`src/rtl/rs_issue_scheduler_if.sv`:
```
//==============================================================================
// rs_issue_scheduler_if : decode/RS/FU signal bundle for rs_issue_scheduler
// Rev 1.0
//==============================================================================
`default_nettype none

interface rs_issue_scheduler_if #(
  parameter int NUM_RS     = 4,
  parameter int ROBsizeLog = 4
);
  logic                         dispatch_valid_i;
  logic                         dispatch_ready_o;
  logic [NUM_RS-1:0]            rs_write_en_o;
  logic [NUM_RS-1:0]            rs_busy_i;
  logic [NUM_RS-1:0]            rs_ready_i;
  logic [NUM_RS*64-1:0]         rs_val1_i;
  logic [NUM_RS*64-1:0]         rs_val2_i;
  logic [NUM_RS*10-1:0]         rs_commands_i;
  logic [NUM_RS*ROBsizeLog-1:0] rs_tag_i;
  logic [NUM_RS-1:0]            rs_stall_o;
  logic                         fu_valid_o;
  logic                         fu_ready_i;
  logic [63:0]                  fu_val1_o;
  logic [63:0]                  fu_val2_o;
  logic [9:0]                   fu_commands_o;
  logic [ROBsizeLog-1:0]        fu_tag_o;

  modport master (
    input  dispatch_valid_i, rs_busy_i, rs_ready_i, rs_val1_i, rs_val2_i,
           rs_commands_i, rs_tag_i, fu_ready_i,
    output dispatch_ready_o, rs_write_en_o, rs_stall_o, fu_valid_o,
           fu_val1_o, fu_val2_o, fu_commands_o, fu_tag_o
  );

  modport slave (
    output dispatch_valid_i, rs_busy_i, rs_ready_i, rs_val1_i, rs_val2_i,
           rs_commands_i, rs_tag_i, fu_ready_i,
    input  dispatch_ready_o, rs_write_en_o, rs_stall_o, fu_valid_o,
           fu_val1_o, fu_val2_o, fu_commands_o, fu_tag_o
  );
endinterface

`default_nettype wire

```
`src/rtl/rs_issue_scheduler.sv`:
```
//==============================================================================
// rs_issue_scheduler : steers dispatch into free RSs, round-robin issue to one FU
// Rev 1.0
//==============================================================================
`default_nettype none

module rs_issue_scheduler #(
  parameter int NUM_RS     = 4,
  parameter int ROBsize    = 8,
  parameter int ROBsizeLog = $clog2(ROBsize + 1)
) (
  input  wire logic            clk_i,
  input  wire logic            reset_i,
  rs_issue_scheduler_if.master bus
);

  localparam int               PTR_W    = $clog2(NUM_RS);
  localparam logic [PTR_W:0]   NUM_RS_W = (PTR_W + 1)'(NUM_RS);

  logic [NUM_RS-1:0]     free;
  logic [NUM_RS-1:0]     low_free;
  logic                  found_free;
  logic [NUM_RS-1:0]     req;
  logic                  out_free;
  logic                  fire;
  logic [2*NUM_RS-1:0]   req_masked;
  logic                  found_req;
  logic [PTR_W:0]        first_pos;
  logic [PTR_W-1:0]      grant_idx;
  logic [NUM_RS-1:0]     grant;
  logic [PTR_W:0]        ptr_inc;

  logic [63:0]           sel_val1;
  logic [63:0]           sel_val2;
  logic [9:0]            sel_cmd;
  logic [ROBsizeLog-1:0] sel_tag;

  logic [PTR_W-1:0]      rr_ptr_q, rr_ptr_d;
  logic                  fu_valid_q, fu_valid_d;
  logic [63:0]           val1_q, val1_d;
  logic [63:0]           val2_q, val2_d;
  logic [9:0]            cmd_q, cmd_d;
  logic [ROBsizeLog-1:0] tag_q, tag_d;

  // Dispatch: lowest-index free RS gets the write enable.
  always_comb begin
    free       = ~bus.rs_busy_i;
    low_free   = '0;
    found_free = 1'b0;
    for (int i = 0; i < NUM_RS; i++) begin
      if (!found_free && free[i]) begin
        low_free[i] = 1'b1;
        found_free  = 1'b1;
      end
    end
  end

  assign bus.dispatch_ready_o = |free;
  assign bus.rs_write_en_o    = (reset_i && bus.dispatch_valid_i) ? low_free : '0;

  assign req      = bus.rs_ready_i & bus.rs_busy_i;
  assign out_free = ~fu_valid_q | bus.fu_ready_i;
  assign fire     = (|req) & out_free;

  // Round-robin search: duplicate req and mask off positions below rr_ptr,
  // so the first set bit is the next requester at or after the pointer.
  assign req_masked = {req, req} & ({(2*NUM_RS){1'b1}} << rr_ptr_q);

  always_comb begin
    found_req = 1'b0;
    first_pos = '0;
    for (int j = 0; j < 2*NUM_RS; j++) begin
      if (!found_req && req_masked[j]) begin
        found_req = 1'b1;
        first_pos = (PTR_W + 1)'(j);
      end
    end
    if (first_pos >= NUM_RS_W) begin
      first_pos = first_pos - NUM_RS_W;
    end
    grant_idx = first_pos[PTR_W-1:0];
    grant     = '0;
    for (int i = 0; i < NUM_RS; i++) begin
      grant[i] = found_req && (grant_idx == PTR_W'(i));
    end
    ptr_inc = {1'b0, grant_idx} + (PTR_W + 1)'(1);
    if (ptr_inc >= NUM_RS_W) begin
      ptr_inc = '0;
    end
  end

  always_comb begin
    sel_val1 = '0;
    sel_val2 = '0;
    sel_cmd  = '0;
    sel_tag  = '0;
    for (int i = 0; i < NUM_RS; i++) begin
      if (grant[i]) begin
        sel_val1 = bus.rs_val1_i[i*64 +: 64];
        sel_val2 = bus.rs_val2_i[i*64 +: 64];
        sel_cmd  = bus.rs_commands_i[i*10 +: 10];
        sel_tag  = bus.rs_tag_i[i*ROBsizeLog +: ROBsizeLog];
      end
    end
  end

  assign bus.rs_stall_o = reset_i ? ~({NUM_RS{fire}} & grant) : '1;

  always_comb begin
    rr_ptr_d   = rr_ptr_q;
    fu_valid_d = fu_valid_q;
    val1_d     = val1_q;
    val2_d     = val2_q;
    cmd_d      = cmd_q;
    tag_d      = tag_q;
    if (fire) begin
      fu_valid_d = 1'b1;
      val1_d     = sel_val1;
      val2_d     = sel_val2;
      cmd_d      = sel_cmd;
      tag_d      = sel_tag;
      rr_ptr_d   = ptr_inc[PTR_W-1:0];
    end else if (bus.fu_ready_i) begin
      fu_valid_d = 1'b0;
    end
  end

  always_ff @(posedge clk_i) begin
    if (!reset_i) begin
      rr_ptr_q   <= '0;
      fu_valid_q <= 1'b0;
      val1_q     <= '0;
      val2_q     <= '0;
      cmd_q      <= '0;
      tag_q      <= '0;
    end else begin
      rr_ptr_q   <= rr_ptr_d;
      fu_valid_q <= fu_valid_d;
      val1_q     <= val1_d;
      val2_q     <= val2_d;
      cmd_q      <= cmd_d;
      tag_q      <= tag_d;
    end
  end

  assign bus.fu_valid_o    = fu_valid_q;
  assign bus.fu_val1_o     = val1_q;
  assign bus.fu_val2_o     = val2_q;
  assign bus.fu_commands_o = cmd_q;
  assign bus.fu_tag_o      = tag_q;

endmodule

`default_nettype wire

```
`src/flat_wrapper.sv`:
```
// flat-port wrapper written by rule: the top's interface ports become plain ports
module rs_issue_scheduler_flat 
#(
  parameter int NUM_RS     = 4,
  parameter int ROBsize    = 8,
  parameter int ROBsizeLog = $clog2(ROBsize + 1)
)
  (clk_i, reset_i, bus_dispatch_valid_i, bus_rs_busy_i, bus_rs_ready_i, bus_rs_val1_i, bus_rs_val2_i, bus_rs_commands_i, bus_rs_tag_i, bus_fu_ready_i, bus_dispatch_ready_o, bus_rs_write_en_o, bus_rs_stall_o, bus_fu_valid_o, bus_fu_val1_o, bus_fu_val2_o, bus_fu_commands_o, bus_fu_tag_o);
  rs_issue_scheduler_if #(.NUM_RS(NUM_RS), .ROBsizeLog(ROBsizeLog)) bus_i ();
  input  wire logic clk_i;
  input  wire logic reset_i;
  input wire logic [$bits(bus_i.dispatch_valid_i)-1:0] bus_dispatch_valid_i;
  input wire logic [$bits(bus_i.rs_busy_i)-1:0] bus_rs_busy_i;
  input wire logic [$bits(bus_i.rs_ready_i)-1:0] bus_rs_ready_i;
  input wire logic [$bits(bus_i.rs_val1_i)-1:0] bus_rs_val1_i;
  input wire logic [$bits(bus_i.rs_val2_i)-1:0] bus_rs_val2_i;
  input wire logic [$bits(bus_i.rs_commands_i)-1:0] bus_rs_commands_i;
  input wire logic [$bits(bus_i.rs_tag_i)-1:0] bus_rs_tag_i;
  input wire logic [$bits(bus_i.fu_ready_i)-1:0] bus_fu_ready_i;
  output wire logic [$bits(bus_i.dispatch_ready_o)-1:0] bus_dispatch_ready_o;
  output wire logic [$bits(bus_i.rs_write_en_o)-1:0] bus_rs_write_en_o;
  output wire logic [$bits(bus_i.rs_stall_o)-1:0] bus_rs_stall_o;
  output wire logic [$bits(bus_i.fu_valid_o)-1:0] bus_fu_valid_o;
  output wire logic [$bits(bus_i.fu_val1_o)-1:0] bus_fu_val1_o;
  output wire logic [$bits(bus_i.fu_val2_o)-1:0] bus_fu_val2_o;
  output wire logic [$bits(bus_i.fu_commands_o)-1:0] bus_fu_commands_o;
  output wire logic [$bits(bus_i.fu_tag_o)-1:0] bus_fu_tag_o;
  assign bus_i.dispatch_valid_i = bus_dispatch_valid_i;
  assign bus_i.rs_busy_i = bus_rs_busy_i;
  assign bus_i.rs_ready_i = bus_rs_ready_i;
  assign bus_i.rs_val1_i = bus_rs_val1_i;
  assign bus_i.rs_val2_i = bus_rs_val2_i;
  assign bus_i.rs_commands_i = bus_rs_commands_i;
  assign bus_i.rs_tag_i = bus_rs_tag_i;
  assign bus_i.fu_ready_i = bus_fu_ready_i;
  assign bus_dispatch_ready_o = bus_i.dispatch_ready_o;
  assign bus_rs_write_en_o = bus_i.rs_write_en_o;
  assign bus_rs_stall_o = bus_i.rs_stall_o;
  assign bus_fu_valid_o = bus_i.fu_valid_o;
  assign bus_fu_val1_o = bus_i.fu_val1_o;
  assign bus_fu_val2_o = bus_i.fu_val2_o;
  assign bus_fu_commands_o = bus_i.fu_commands_o;
  assign bus_fu_tag_o = bus_i.fu_tag_o;
  rs_issue_scheduler #(.NUM_RS(NUM_RS), .ROBsize(ROBsize), .ROBsizeLog(ROBsizeLog)) u_core (.clk_i(clk_i), .reset_i(reset_i), .bus(bus_i));
endmodule
```
`config.mk`:
```
export PLATFORM = sky130hd
export DESIGN_NAME = rs_issue_scheduler_flat
export DESIGN_NICKNAME = d
export VERILOG_FILES = /design/src/rtl/rs_issue_scheduler_if.sv /design/src/rtl/rs_issue_scheduler.sv /design/src/flat_wrapper.sv
export SDC_FILE = /design/constraint.sdc
export NUM_CORES = 1
export LEC_CHECK = 0
export ABC_AREA = 0
export CORE_AREA = 2 2 282 284
export CTS_CLUSTER_DIAMETER = 80
export DETAILED_ROUTE_END_ITERATION = 10
export DIE_AREA = 0 0 284 286
export GPL_TIMING_DRIVEN = 1
export SKIP_CTS_REPAIR_TIMING = 1
export SLEW_MARGIN = 10
export SYNTH_ARGS = -nofsm -noshare
export SYNTH_HDL_FRONTEND = slang
export SYNTH_SLANG_ARGS = --single-unit
```
`constraint.sdc`:
```
create_clock -name clk_i -period 4 [get_ports clk_i]
set_input_delay 0.8 -clock clk_i [delete_from_list [all_inputs] [get_ports clk_i]]
set_output_delay 0.8 -clock clk_i [all_outputs]
set_load 0.01 [all_outputs]
```
# Word level (Yosys, flattened, before mapping)
# Index checks and enable logic that the tools add are counted.
totals:
  elab_cells: 94
  in_bits: 580
  regBits: 145
op_classes:
  shifts: 1
  mux: 43
  n_eq_ne: 3
  addsub: 2
  n_reduce_logical: 29
  n_bitwise: 8
  n_lt_le_gt_ge: 2
op_table:
  columns: ["op", "count"]
  rows:
  - ["$mux 64", 8]
  - ["$mux 10", 4]
  - ["$mux 4", 6]
  - ["$mux 1", 17]
  - ["$logic_and 1x1->1", 15]
  - ["$mux 3", 4]
  - ["$logic_not 1->1", 10]
  - ["$and 4x4->4", 2]
  - ["$and 8x8->8", 1]
  - ["$mux 2", 4]
  - ["$not 4->4", 2]
  - ["$reduce_or 4->1", 2]
  - ["$shl 8x2->8 const A", 1]
  - ["$ge 3x3->1 const B", 2]
  - ["$eq 2x2->1 const B", 2]
  - ["$add 2x1->3 const B", 1]
  - ["$eq 2x1->1 const B", 1]
  - ["$logic_not 2->1", 1]
  - ["$reduce_bool 2->1", 1]
  - ["$sub 2x1->2 const B", 1]
  - ["$and 1x1->1", 1]
  - ["$not 1->1", 1]
  - ["$or 1x1->1", 1]

# Depth between registers and ports, before layout
logic_depth:
  depth_word: 32
  ltp_mapped: 13
  depth_no_buf: 9

# Least setup slack after synthesis
# OpenSTA, ideal clock, no wires.
synth_path:
  path_type: "input port to output port"
  startpoint: "in bus_rs_busy_i[0]"
  endpoint: "out bus_rs_stall_o[3]"
  setup_slack_ps: 618
  path_buffers: 3
  t_arrival_ps: 2582
  stages: 8
  path_cell_list: "and3b_1 -> a311o_1 -> a21oi_1 -> ha_1 -> clkbuf_1 -> clkbuf_1 -> clkbuf_1 -> nand2_1"
synth_via:
  elab_chain_cells: 31
  elab_cells_between_ends: 41
  cone_classes: "add/sub: 1; order compare: 1; eq/ne: 1; mux: 17; bitwise: 5; reduce/logical: 16"
synth_lines:
  columns: ["item", "line_no", "rtl"]
  rows:
  - ["start: declaration", "flat_wrapper.sv:13", "input wire logic [$bits(bus_i.rs_busy_i)-1:0] bus_rs_busy_i;"]
  - ["$and 4x4->4 *", "rs_issue_scheduler.sv:61", "assign req = bus.rs_ready_i & bus.rs_busy_i;"]
  - ["$and 8x8->8", "rs_issue_scheduler.sv:67", "assign req_masked = {req, req} & ({(2*NUM_RS){1'b1}} << rr_ptr_q);"]
  - ["$mux 1", "rs_issue_scheduler.sv:73", "if (!found_req && req_masked[j]) begin"]
  - ["$logic_not 1->1", "rs_issue_scheduler.sv:73", null]
  - ["$logic_and 1x1->1", "rs_issue_scheduler.sv:73", null]
  - ["$mux 1", "rs_issue_scheduler.sv:73", null]
  - ["$logic_not 1->1", "rs_issue_scheduler.sv:73", null]
  - ["$logic_and 1x1->1", "rs_issue_scheduler.sv:73", null]
  - ["[... 15 more ...]", null, null]
  - ["$mux 3", "rs_issue_scheduler.sv:73", null]
  - ["$ge 3x3->1 or $sub 2x1->2 (tied branches)", "rs_issue_scheduler.sv:78, rs_issue_scheduler.sv:79", null]
  - ["$mux 2", "rs_issue_scheduler.sv:78", "if (first_pos >= NUM_RS_W) begin"]
  - ["$eq 2x2->1", "rs_issue_scheduler.sv:84", "grant[i] = found_req && (grant_idx == PTR_W'(i));"]
  - ["$logic_and 1x1->1", "rs_issue_scheduler.sv:84", null]
  - ["$and 4x4->4 *", "rs_issue_scheduler.sv:107", "assign bus.rs_stall_o = reset_i ? ~({NUM_RS{fire}} & grant) : '1;"]
  - ["$not 4->4 *", "rs_issue_scheduler.sv:107", null]
  - ["$mux 4 *", "rs_issue_scheduler.sv:107", null]
  - ["end: declaration", "flat_wrapper.sv:22", "output wire logic [$bits(bus_i.rs_stall_o)-1:0] bus_rs_stall_o;"]
# Every way passes the cells marked *; elsewhere a longest branch is shown, timed or not.

# Worst setup path after layout
layout_path:
  startpoint: "in bus_rs_ready_i[0]"
  endpoint: "out bus_rs_stall_o[0]"
layout_via:
  elab_chain_cells: 31
  elab_cells_between_ends: 41
  cone_classes: "add/sub: 1; order compare: 1; mux: 17; bitwise: 5; reduce/logical: 17"
layout_lines:
  columns: ["item", "line_no", "rtl"]
  rows:
  - ["start: declaration", "flat_wrapper.sv:14", "input wire logic [$bits(bus_i.rs_ready_i)-1:0] bus_rs_ready_i;"]
  - ["$and 4x4->4 *", "rs_issue_scheduler.sv:61", null]
  - ["$and 8x8->8", "rs_issue_scheduler.sv:67", null]
  - ["$mux 1", "rs_issue_scheduler.sv:73", null]
  - ["$logic_not 1->1", "rs_issue_scheduler.sv:73", null]
  - ["$logic_and 1x1->1", "rs_issue_scheduler.sv:73", null]
  - ["$mux 1", "rs_issue_scheduler.sv:73", null]
  - ["$logic_not 1->1", "rs_issue_scheduler.sv:73", null]
  - ["$logic_and 1x1->1", "rs_issue_scheduler.sv:73", null]
  - ["[... 15 more ...]", null, null]
  - ["$mux 3", "rs_issue_scheduler.sv:73", null]
  - ["$ge 3x3->1 or $sub 2x1->2 (tied branches)", "rs_issue_scheduler.sv:78, rs_issue_scheduler.sv:79", null]
  - ["$mux 2", "rs_issue_scheduler.sv:78", null]
  - ["$logic_not 2->1", "rs_issue_scheduler.sv:84", null]
  - ["$logic_and 1x1->1", "rs_issue_scheduler.sv:84", null]
  - ["$and 4x4->4 *", "rs_issue_scheduler.sv:107", null]
  - ["$not 4->4 *", "rs_issue_scheduler.sv:107", null]
  - ["$mux 4 *", "rs_issue_scheduler.sv:107", null]
# Marked as above.

==> impl_metrics.yaml <==
final_layout:
  final_layout_size_suffix_gt1_share_pct: 4.59
  area_delta_synth_final_pct: 103
  area_of_the_multi_input_gates_sq_um: 5330
  final.fill_count: 8591
  layout.nets: 2270
  total_area_of_sequential_cells_sq_um: 2900
  finalNonFillerCells: 2750
sta:
  fin_setup_tns_ns: 0
  max_freq_ghz: 0.266
  grt_setup_unrepaired: "false"
  final.hold.worst_slack_ns: 0.476
  final.period_utilization_pct: 93.9
  finalMaxSlewViolations: 0
  max-slew-margin-rel_pct: 54.7
  setup-violations-final: 0
  final.setup.worst_slack_ns: 0.244
  worst_clock_skew_ns: 0.0105
  timing.final.hold_violations: 0
  worstMarginPinSlew_ns: 0.679
  layout_min_cycle_time_ns: 3.76
die:
  initial_utilization_pct: 11.3
  top_level_ports: 732
  die-width_um: 284
  rows: 103
  design.die.area_sq_um: 81200
  fp.coreArea_sq_um: 78400
  die_span_in_y_um: 286
yosys:
  synth.ff_latch_count: 145
  ys_seq_area_share_pct: 32.9
  synth-main-ff-cell: "dfxtp_1"
  yosys_warnings: 0
  synth.top_cells.by_area: "dfxtp_1 33%, a221oi_1 14%, a22o_1 14%, o31ai_1 12%, nor2b_1 10%"
  synth_largest_type_area_fraction_pct: 32.9
  unique_masters_post_synth: 32
  synth_enable_flop_cells: 0
  async_reset_ff_share_pct: 0
  synthCells: 1026
  yosysMostFrequentCell: "nand2_1"
  synth_common_cells: "152 x nand2_1, 145 x dfxtp_1, 145 x nor2b_1"
  synth.cell_area_sq_um: 8820
  synth_area_per_cell_sq_um: 8.59
  synthesis.nets: 1610
  synth_largest_area_cell: "dfxtp_1"
clock_tree:
  cts_tree: "built"
  worst_case_clock_buffer_depth: 2
  path_clk_slew_ns: 0.06
  clk_latency_ns: 0.47
  clockRootBuffer: "clkbuf_16"
  tritoncts.num_buffers: 17
  clock_sink_count: 145
  clock_tree.htree_level_count: 4
worst_setup_path:
  critical_path_required_ns: 3.20
  crit_fanout: 3
  worst_ep_arrival_time_ns: 2.96
  timing_worst_setup_path_type: "primary input to output pin"
  cp-end-kind: "output pin"
  timing.critical_path.from_type: "primary input"
power_and_ir_drop:
  p_sw_mw: 2.06
  combPwrFrac_pct: 42.9
  total_leakage_power_nw: 6.05
  swShare_pct: 34.0
  p_seq_share_pct: 29.5
  post-layout-total-power_mw: 6.06
  powerDensity_nw_per_um2: 339
  intPower_mw: 4.00
  vdd_drop_max_v: 0.000301
  power.share.clock_pct: 27.6
global_route:
  grt_first_pass_wirelength_um: 74500
  grt_start_max_net_pins: 131
  globalRoute.totalOverflow: 0
  antenna_violations_before_repair: 5
  grtUsageTotal_pct: 12.2
  grt_pass1_vias: 11205
detailed_routing:
  detailedRoute.firstIterationViolations: 546
  routed_wire_length_per_instance_um: 19.0
  dr.pass1.iters: 5
  detailroute.via_count: 11126
  route.detailed.drc: 0
  route.detailed.vias_per_inst: 4.05
  route.antenna.remaining_nets: 0
  route.final.wire_length_um: 52100
placed_design:
  place.gp.congestion: 0.859
  cell_total_after_placement: 2717
  portBuffers: 731
  hpwl_um: 40000
  pre_cts_ws_ns: 0.253
hold_path:
  holdCritPathClass: "flip-flop to flip-flop"
run:
  maxCapViolations: 0
outcome:
  outcome: "finished clean"
==> state kept, by name, indices dropped and copies added, names as in the netlist <==
register,cells
u_core.bus.fu_tag_o,4
u_core.rr_ptr_q,2
u_core.bus.fu_val2_o,64
u_core.bus.fu_val1_o,64
u_core.bus.fu_commands_o,10
u_core.bus.fu_valid_o,1
==> per-layer routing <==
metal	global-route usage, %	wire length [um]
met1	14.8	21700
met2	19.4	23800
met3	4.86	4900
met4	4.86	1660
met5	0	26
==> critical path: stages <==
cell,delay (ns)
clkdlybuf4s50_1,0.46
and3b_1,0.20
a311o_1,0.33
a21oi_1,0.20
inv_1,0.11
ha_1,0.23
nand2_1,0.09
clkdlybuf4s50_1,0.54
==> area by class of cell <==
type                       count  share of cell area (%)
multi-input combinational    752                    29.8
timing repair buffer         769                    43.4
inverter                       1                  0.0210
sequential                   145                    16.2
tap                         1050                    7.35
clock inverter                13                   0.721
antenna                        1                  0.0140
clock buffer                  19                    2.48
==> cell families after synthesis <==
family | count (synthesis) | synth area share [%]
AO/OA/AOI/OAI | 437 | 41.5
AND/OR/NAND/NOR | 310 | 17.7
flip-flops | 145 | 32.9
buffers and inverters | 129 | 7.22
adder cells (fa/ha/maj) | 4 | 0.568
multiplexers | 1 | 0.114
==> power by group through the flow <==
stage               registers [mW]  logic, mW  clock network (mW)
floorplan                     1.88       1.10                   0
global placement              1.81       2.62                   0
detailed placement            1.81       2.61                   0
CTS                           1.78       2.62                1.77
global route                  1.81       2.79                1.83
finish                        1.79       2.60                1.68
==> metrics by stage <==
step	instance area, sq um	util (%)
2_1_floorplan	8820	-
3_3_place_gp	17300	22.1
3_5_place_dp	17300	22.1
4_1_cts	17900	22.8
5_1_grt	17900	22.8
6_report	17900	22.8
==> placed cells by master (no fill, tap or decap), types with 2 or more instances in the layout <==
| cell | count |
|---|---|
| inv_6 | 2 |
| ha_4 | 3 |
| clkinvlp_4 | 3 |
| buf_12 | 12 |
| clkbuf_16 | 17 |
| inv_8 | 2 |
| a22o_1 | 142 |
| clkinv_2 | 2 |
| a221oi_1 | 142 |
| buf_4 | 26 |
| nor3_1 | 2 |
| nor2b_4 | 2 |
| nand2_1 | 152 |
| a21oi_1 | 3 |
| o31ai_1 | 142 |
| nor2b_1 | 144 |
| clkinv_4 | 3 |
| dfxtp_1 | 145 |
| nand3_1 | 3 |
| clkdlybuf4s50_1 | 731 |
==> worst paths after layout <==
kind	start	slack, ns	end	cells past startpoint
min	u_core.bus.fu_val2_o[6]$_SDFFE_PN0P_	0.48	u_core.bus.fu_val2_o[6]$_SDFFE_PN0P_	1
min reg2reg	u_core.bus.fu_val2_o[6]$_SDFFE_PN0P_	0.48	u_core.bus.fu_val2_o[6]$_SDFFE_PN0P_	1
max reg2reg	u_core.rr_ptr_q[0]$_SDFFE_PN0P_	1.08	u_core.bus.fu_val1_o[27]$_SDFFE_PN0P_	10
max	bus_rs_ready_i[0]	0.24	bus_rs_stall_o[0]	8
No activity file was read; power rests on OpenSTA's default activity.
